### src/rtl/input_conditioner_pkg.sv
// Shared types and helpers for the input_conditioner block.
// The optional hold detector is enabled with INPUT_CONDITIONER_LONG_PRESS_EN.
package input_conditioner_pkg;

   typedef enum logic {
      DB_STABLE   = 1'b0,
      DB_SETTLING = 1'b1
   } debounce_state_t;

   typedef struct packed {
      logic level;
      logic rise;
      logic fall;
      logic long_press;
   } cond_out_t;

   // Bits needed to hold the values 0..max_val, never less than one.
   function automatic int unsigned width_for(input int unsigned max_val);
      if (max_val < 32'd1) begin
         return 32'd1;
      end else begin
         return $clog2(max_val + 32'd1);
      end
   endfunction

endpackage

### src/rtl/input_conditioner_debounce_ch.sv
// One conditioned channel (debounce_ch): synchroniser, inversion, debounce FSM and
// the hold counter, which exists only with INPUT_CONDITIONER_LONG_PRESS_EN.
module input_conditioner_debounce_ch
   import input_conditioner_pkg::*;
#(
   parameter int unsigned DEBOUNCE_TICKS   = 32'd10,
`ifdef INPUT_CONDITIONER_LONG_PRESS_EN
   parameter int unsigned LONG_PRESS_TICKS = 32'd1000,
`endif
   parameter logic        INV              = 1'b0
) (
   input  logic      clk,
   input  logic      rst,
   input  logic      in_raw,
   input  logic      tick,
   output cond_out_t ch_out
);

   localparam int unsigned      CNT_W    = width_for(DEBOUNCE_TICKS);
   localparam logic [CNT_W-1:0] CNT_ZERO = CNT_W'(1'b0);
   localparam logic [CNT_W-1:0] CNT_ONE  = CNT_W'(1'b1);
   localparam logic [CNT_W-1:0] CNT_LAST = CNT_W'(DEBOUNCE_TICKS - 32'd1);

   logic             sync1_r;
   logic             sync2_r;
   logic             sample_s;
   debounce_state_t  state_r;
   logic [CNT_W-1:0] cnt_r;
   logic             level_r;
   logic             rise_r;
   logic             fall_r;
   logic             long_press_s;

   assign sample_s = sync2_r ^ INV;

   // Two-flop synchroniser for the asynchronous pin.
   always_ff @(posedge clk) begin
      if (rst) begin
         sync1_r <= 1'b0;
         sync2_r <= 1'b0;
      end else begin
         sync1_r <= in_raw;
         sync2_r <= sync1_r;
      end
   end

   // Debounce FSM: a level change must persist for DEBOUNCE_TICKS ticks.
   always_ff @(posedge clk) begin
      if (rst) begin
         state_r <= DB_STABLE;
         cnt_r   <= CNT_ZERO;
         level_r <= 1'b0;
         rise_r  <= 1'b0;
         fall_r  <= 1'b0;
      end else begin
         rise_r <= 1'b0;
         fall_r <= 1'b0;
         case (state_r)
            DB_STABLE: begin
               cnt_r <= CNT_ZERO;
               if (sample_s != level_r) begin
                  state_r <= DB_SETTLING;
               end
            end
            DB_SETTLING: begin
               // A return to the current level wins over a tick in the same cycle.
               if (sample_s == level_r) begin
                  state_r <= DB_STABLE;
                  cnt_r   <= CNT_ZERO;
               end else if (tick) begin
                  if (cnt_r == CNT_LAST) begin
                     level_r <= sample_s;
                     rise_r  <= sample_s;
                     fall_r  <= ~sample_s;
                     state_r <= DB_STABLE;
                     cnt_r   <= CNT_ZERO;
                  end else begin
                     cnt_r <= cnt_r + CNT_ONE;
                  end
               end
            end
            default: begin
               state_r <= DB_STABLE;
               cnt_r   <= CNT_ZERO;
            end
         endcase
      end
   end

`ifdef INPUT_CONDITIONER_LONG_PRESS_EN
   localparam int unsigned       HOLD_W    = width_for(LONG_PRESS_TICKS);
   localparam logic [HOLD_W-1:0] HOLD_ZERO = HOLD_W'(1'b0);
   localparam logic [HOLD_W-1:0] HOLD_ONE  = HOLD_W'(1'b1);
   localparam logic [HOLD_W-1:0] HOLD_MAX  = HOLD_W'(LONG_PRESS_TICKS);
   localparam logic [HOLD_W-1:0] HOLD_PRE  = HOLD_W'(LONG_PRESS_TICKS - 32'd1);

   logic [HOLD_W-1:0] hold_r;
   logic              long_press_r;

   // Hold timer: saturates at the threshold so the pulse fires once per press.
   always_ff @(posedge clk) begin
      if (rst) begin
         hold_r       <= HOLD_ZERO;
         long_press_r <= 1'b0;
      end else if (!level_r) begin
         hold_r       <= HOLD_ZERO;
         long_press_r <= 1'b0;
      end else begin
         long_press_r <= tick && (hold_r == HOLD_PRE);
         if (tick && (hold_r != HOLD_MAX)) begin
            hold_r <= hold_r + HOLD_ONE;
         end
      end
   end

   assign long_press_s = long_press_r;
`else
   assign long_press_s = 1'b0;
`endif

   assign ch_out = {level_r, rise_r, fall_r, long_press_s};

endmodule

### src/rtl/input_conditioner.sv
// N-channel board input conditioner: shared tick prescaler, per-channel debounce,
// edge pulses. Long-press detection is enabled with INPUT_CONDITIONER_LONG_PRESS_EN.
module input_conditioner
   import input_conditioner_pkg::*;
#(
   parameter int unsigned     N_CH             = 32'd12,
   parameter int unsigned     CLK_HZ           = 32'd50_000_000,
   parameter int unsigned     TICK_HZ          = 32'd1_000,
   parameter int unsigned     DEBOUNCE_TICKS   = 32'd10,
   parameter logic [N_CH-1:0] INV_MASK         = {N_CH{1'b0}},
   parameter int unsigned     LONG_PRESS_TICKS = 32'd1000
) (
   input  logic            clk,
   input  logic            rst,
   input  logic [N_CH-1:0] in_raw,
   output logic [N_CH-1:0] level,
   output logic [N_CH-1:0] rise,
   output logic [N_CH-1:0] fall,
   output logic            changed,
   output logic [N_CH-1:0] long_press
);

   localparam int unsigned      DIV      = CLK_HZ / TICK_HZ;
   localparam int unsigned      PRE_W    = width_for(DIV - 32'd1);
   localparam logic [PRE_W-1:0] PRE_ZERO = PRE_W'(1'b0);
   localparam logic [PRE_W-1:0] PRE_ONE  = PRE_W'(1'b1);
   localparam logic [PRE_W-1:0] PRE_LAST = PRE_W'(DIV - 32'd1);

   if (DIV < 32'd1) begin : g_bad_div
      $error("input_conditioner: CLK_HZ/TICK_HZ must be at least 1");
   end
   if (DEBOUNCE_TICKS < 32'd1) begin : g_bad_debounce
      $error("input_conditioner: DEBOUNCE_TICKS must be at least 1");
   end
   if (LONG_PRESS_TICKS < 32'd1) begin : g_bad_long_press
      $error("input_conditioner: LONG_PRESS_TICKS must be at least 1");
   end

   logic [PRE_W-1:0] presc_r;
   logic             tick_s;
   cond_out_t        ch_s [N_CH];

   assign tick_s = (presc_r == PRE_LAST);

   // Shared debounce tick prescaler.
   always_ff @(posedge clk) begin
      if (rst) begin
         presc_r <= PRE_ZERO;
      end else if (tick_s) begin
         presc_r <= PRE_ZERO;
      end else begin
         presc_r <= presc_r + PRE_ONE;
      end
   end

   for (genvar i = 0; i < N_CH; i++) begin : g_ch
      input_conditioner_debounce_ch #(
         .DEBOUNCE_TICKS   (DEBOUNCE_TICKS),
`ifdef INPUT_CONDITIONER_LONG_PRESS_EN
         .LONG_PRESS_TICKS (LONG_PRESS_TICKS),
`endif
         .INV              (INV_MASK[i])
      ) u_ch (
         .clk    (clk),
         .rst    (rst),
         .in_raw (in_raw[i]),
         .tick   (tick_s),
         .ch_out (ch_s[i])
      );

      assign level[i]      = ch_s[i].level;
      assign rise[i]       = ch_s[i].rise;
      assign fall[i]       = ch_s[i].fall;
      assign long_press[i] = ch_s[i].long_press;
   end

   // Pulses are flop outputs, so their OR lines up with them cycle for cycle.
   assign changed = |(rise | fall);

endmodule

### config.mk
export PLATFORM = sky130hd
export DESIGN_NAME = input_conditioner
export DESIGN_NICKNAME = d
export VERILOG_FILES = /design/src/rtl/input_conditioner_pkg.sv /design/src/rtl/input_conditioner_debounce_ch.sv /design/src/rtl/input_conditioner.sv
export SDC_FILE = /design/constraint.sdc
export NUM_CORES = 1
export LEC_CHECK = 0
export ABC_AREA = 1
export BUFFER_PORTS_ARGS = -buffer_cell sky130_fd_sc_hd__buf_2
export CORE_MARGIN = 10
export CORE_UTILIZATION = 40
export DETAILED_ROUTE_END_ITERATION = 12
export GPL_ROUTABILITY_DRIVEN = 0
export PLACE_DENSITY_LB_ADDON = 0.12
export SETUP_SLACK_MARGIN = 0.3
export SYNTH_ARGS = -nofsm -noshare
export SYNTH_HDL_FRONTEND = slang
export SYNTH_SLANG_ARGS = --single-unit
### constraint.sdc
create_clock -name clk -period 2.2 [get_ports clk]
set_input_delay 0.11 -clock clk [delete_from_list [all_inputs] [get_ports clk]]
set_output_delay 0.11 -clock clk [all_outputs]
set_load 0.1 [all_outputs]
---- Word-level counts from Yosys, hierarchy flattened ----
Index checks and enable logic that the tools add are counted.
cells by class
  add/subtract/negate cells ............... 13
  equal/unequal tests ..................... 49
  muxes and demuxes ....................... 108
  bitwise gates (word level) .............. 50
  reductions and logical operators ........ 26
operator list
  cell                     number
  $mux W4                  36
  $pmux W4 S2              12
  $reduce_or A5 Y1         12
  $not A1 Y1               49
  $add A4 B1 Y4 const B    12
  $eq A4 B4 Y1 const B     12
  $mux W1                  48
  $reduce_and A4 Y1        12
  $ne A3 B3 Y1 const B     11
  $pmux W1 S2              12
  $add A16 B1 Y16 const B  1
  $eq A16 B16 Y1 const B   1
  $eq A1 B1 Y1             12
  $ne A1 B1 Y1             12
  $or A12 B12 Y12          1
  $reduce_or A12 Y1        1
  $ne A3 B2 Y1 const B     1
  $reduce_or A2 Y1         1
storage, ports and cells
  flip-flop bits (word level) ............. 136
  input port bits ......................... 14
  output and inout port bits .............. 49
  word-level logic and storage cells ...... 331

---- Depth between registers and ports, before layout ----
  depth after elaboration ................. 5
  mapped depth ............................ 10
  depth with buffers taken out ............ 9

---- By module ----
From an unflattened synthesis, not the netlist that was laid out.
unflattened totals
  cell total of the unflattened synthesis .. 913
  area, all modules ....................... 7029.2 sq um
modules (own cells, without submodules)
  module                         times used  cells each  area an instance (sq um)  seq. area each (sq um)
  input_conditioner_debounce_ch  12          64          509.2                     200.2
  input_conditioner              1           145         918.4                     320.3

---- Worst setup path before layout ----
Ideal clock, no wire load.
  path type ............................... register to output
  start ................................... reg g_ch[0].u_ch.fall_r
  end ..................................... out changed
  arrival ................................. 1.552 ns
  data required time ...................... 2.090 ns
  slack ................................... 0.538 ns
  cell stages (with the launch flop) ...... 4
  buffers on the path ..................... 0
  cell sequence ........................... dfxtp_1 -> nor4_1 -> and2_1 -> nand4_1
on the way
  word-level cells in the longest chain between the ends .. 2
ends and longest elaborated chain
  what                    RTL line                             text
  start, declared         input_conditioner_debounce_ch.sv:31  logic fall_r;
  start signal, assigned  input_conditioner_debounce_ch.sv:74  fall_r <= ~sample_s;
  $or A12 B12 Y12         input_conditioner.sv:78              assign changed = |(rise | fall);
  $reduce_or A12 Y1       input_conditioner.sv:78
  end, declared           input_conditioner.sv:19              output logic changed,
Every way passes these cells.

---- Final worst setup path ----
  start ................................... reg g_ch[4].u_ch.rise_r
  end ..................................... out changed
on the way
  word-level cells in the longest chain between the ends .. 2
ends and longest elaborated chain
  what                    RTL line                             text
  start, declared         input_conditioner_debounce_ch.sv:30  logic rise_r;
  start signal, assigned  input_conditioner_debounce_ch.sv:73  rise_r <= sample_s;
  $or A12 B12 Y12         input_conditioner.sv:78
  $reduce_or A12 Y1       input_conditioner.sv:78
Every way passes these cells.

==> metrics.yaml <==
cts_root_buffer: "clkbuf_16"
cp_slowest_stage_delay_ps: 440
reg2reg_slack_ps: 490
cp_top_family: "simple AND/OR/NAND/NOR gates"
outcome: "finished clean"
syn2layout_area_growth_pct: 13.9
arrival_ps: 1680
vias: 5694
maxSlewHeadroom_pct: 65.7
worstMarginPinSlew_ps: 512
cp_num_cells: 3
p_per_area_nw_per_um2: 731
drtIter0Drc: 333
grt_pass1_wl_mm: 25.8
final.setup.tns_ps: 0
die_h_um: 150
critPathLaunchType: "flop"
grt_pass1_vias: 5363
fin_skew_ps: 13.0
slew_violations: 0
initial_core_util_pct: 40.9
slowest_stage: "nor4_1"
synth_area_um2: 6790
drc: 0
clockBufferDepth: 2
clkLatencyLatePin_ps: 420
diodes: 0
dieArea_um2: 22600
core_um2: 16600
ys_types: 30
register_area_um2: 2720
drt-pass1-iter-count: 6
clk_pin_slew_worst_paths_ps: 60
crit_chain: "nor4_1 > nand4_1 > buf_4"
layout_min_cycle_time_ps: 1790
rsz0062_at_grt: "yes"
ys_warn_count: 0
reg2reg_depth: 9
antenna_found_initial: 0
fmax_mhz: 558
grt_max_degree: 80
holdPathStages: 3
rows: 47
end_kind: "primary output"
critPathKind: "flop to primary output"
synth_cells: 959
fill_cells: 1702
drt.antenna.violating_nets: 0
io_buffers: 50
critPathMaxFanout: 2
nNetsFinal: 1027
cts.sinks: 136
cts_tree: "yes"
ir_drop_mv: 0.576
hold_violations: 0
crit_required_ps: 2090
grt_use_total_pct: 14.0
crit_buf_inv: 1
hpwl_mm: 10.4
cts_made_buffers: 17
hold_path_class: "input port to flop"
htreeDepth: 4
multiInputGateArea_um2: 3080
setup-violations-final: 0
period_share_pct: 81.5
chipWidth_um: 150
whs_ps: 194
vias_per_cell: 4.67
synth_seq_cells: 136
grt-ovfl-total: 0
cap_violations: 0
yosysSeqAreaShare_pct: 40.1
drive_above_1_share_pct: 10.7
num_io_pins: 63
p_leak_nw: 3.60
avgSynthCellArea_um2: 7.08
wire_per_inst_um: 12.5
routed_wl_mm: 15.2
==> cells by family (layout without fill, tap and decap cells) <==
group	after synthesis	in the layout	synth area share [%]
and+or+nand+nor	490	490	32.3
other	1	12	0.0552
xor gates and xnor gates	20	20	2.58
adders and majority gates	25	25	4.61
AOI/OAI and AO/OA	64	64	4.94
DFF	136	136	40.1
buffers and inverters	223	253	15.5
==> area by class of cell <==
type,count,share of cell area [%]
clock buffers,23,6.31
clock inverters,8,1.54
inverters,148,7.20
multi-input cells,611,39.8
flip-flops and latches,136,35.2
well taps,220,3.56
repair buffers,74,6.36
==> per-stage QoR <==
stage | total power [mW] | util, % | setup WS [ps] | cell area (µm²) | cells
final | 5.65 | 46.6 | 407 | 7730 | 1220
after global routing | 5.87 | 46.6 | 282 | 7730 | 1220
after CTS | 5.74 | 46.3 | 343 | 7670 | 1215
after detailed placement | 2.78 | 41.8 | 379 | 6940 | 1172
after global placement | 2.78 | 41.8 | 373 | 6940 | 1172
after floorplan | 2.75 | - | 538 | 6830 | 970
==> cell usage after synthesis <==
cell type  number  area (µm²)
nand2_1       179         672
inv_1         144         541
dfxtp_1       136        2720
nor2_1        133         499
nand3_1        85         425
nand4_1        54         338
a21oi_1        49         245
buf_4          49         368
ha_1           25         313
xor2_1         17         149
nor3_1         14        70.1
buf_2          11        55.1
clkbuf_1       11        41.3
a31oi_1        10        62.6
nor3b_1         7        52.6
nor2_2          6        37.5
nor4_1          6        37.5
inv_2           4        15.0
o21ai_0         4        20.0
xnor2_1         3        26.3
buf_1           2        7.51
buf_6           2        22.5
and2_0          1        6.26
and2_1          1        6.26
conb_1          1        3.75
nand2_2         1        6.26
nand3_2         1        10.0
nand3_4         1        17.5
nor2_4          1        11.3
o21bai_1        1        7.51
==> per-layer routing <==
layer	GRT usage [%]	wire length (µm)	up-vias
li1	-	-	3051
met1	17.7	7320	2522
met2	22.3	6860	111
met3	4.83	954	10
met4	3.79	91	0
met5	0	0	-
==> tightest hold or removal path, cell delays in order <==
cell    delay, ps
buf_2         120
buf_12        220
nor2_1        130
==> final timing paths <==
kind	from	end
worst max register to register	presc_r[0]	g_ch[7].u_ch.level_r
worst min register to register	g_ch[10].u_ch.sync1_r	g_ch[10].u_ch.sample_s
worst max-delay path	g_ch[4].u_ch.rise_r	changed
worst min-delay path	rst	g_ch[4].u_ch.sync1_r
==> what timing repair did <==
item	CTS	global route
hold buffers	12	0
gates resized for setup	2	4
endpoints found under the hold margin	12	0
pin swaps	0	1
setup buffers	0	5
setup endpoints to repair	1	31
==> placed cells by master (no fill, tap or decap), drive strengths merged <==
master and n:
a21oi 49, a31oi 10, and2 2, buf 62
bufinv 3, clkbuf 23, clkinv 6, conb 12
dfxtp 136, dlygate4sd3 12, ha 25, inv 147
nand2 180, nand3 87, nand4 54, nor2 140
nor3 14, nor3b 7, nor4 6, o21ai 4
o21bai 1, xnor2 3, xor2 17
==> report_power, final <==
part / switching [mW] / internal, mW / total [mW] / leakage, nW
Clock: 1.02 / 1.89 / 2.91 / 0.303
Combinational: 0.178 / 0.0525 / 0.230 / 2.20
Sequential: 0.0189 / 2.50 / 2.51 / 1.10
Total: 1.21 / 4.44 / 5.65 / 3.60
==> flip-flops by register name, summed over array words and instances, names as in the netlist <==
register and count:
g_ch.u_ch.rise_r 12, g_ch.u_ch.sample_s 12, presc_r 16, g_ch.u_ch.cnt_r 48, g_ch.u_ch.state_r 12, g_ch.u_ch.level_r 12, g_ch.u_ch.sync1_r 12, g_ch.u_ch.fall_r 12
(Power assumes the default switching activity.)
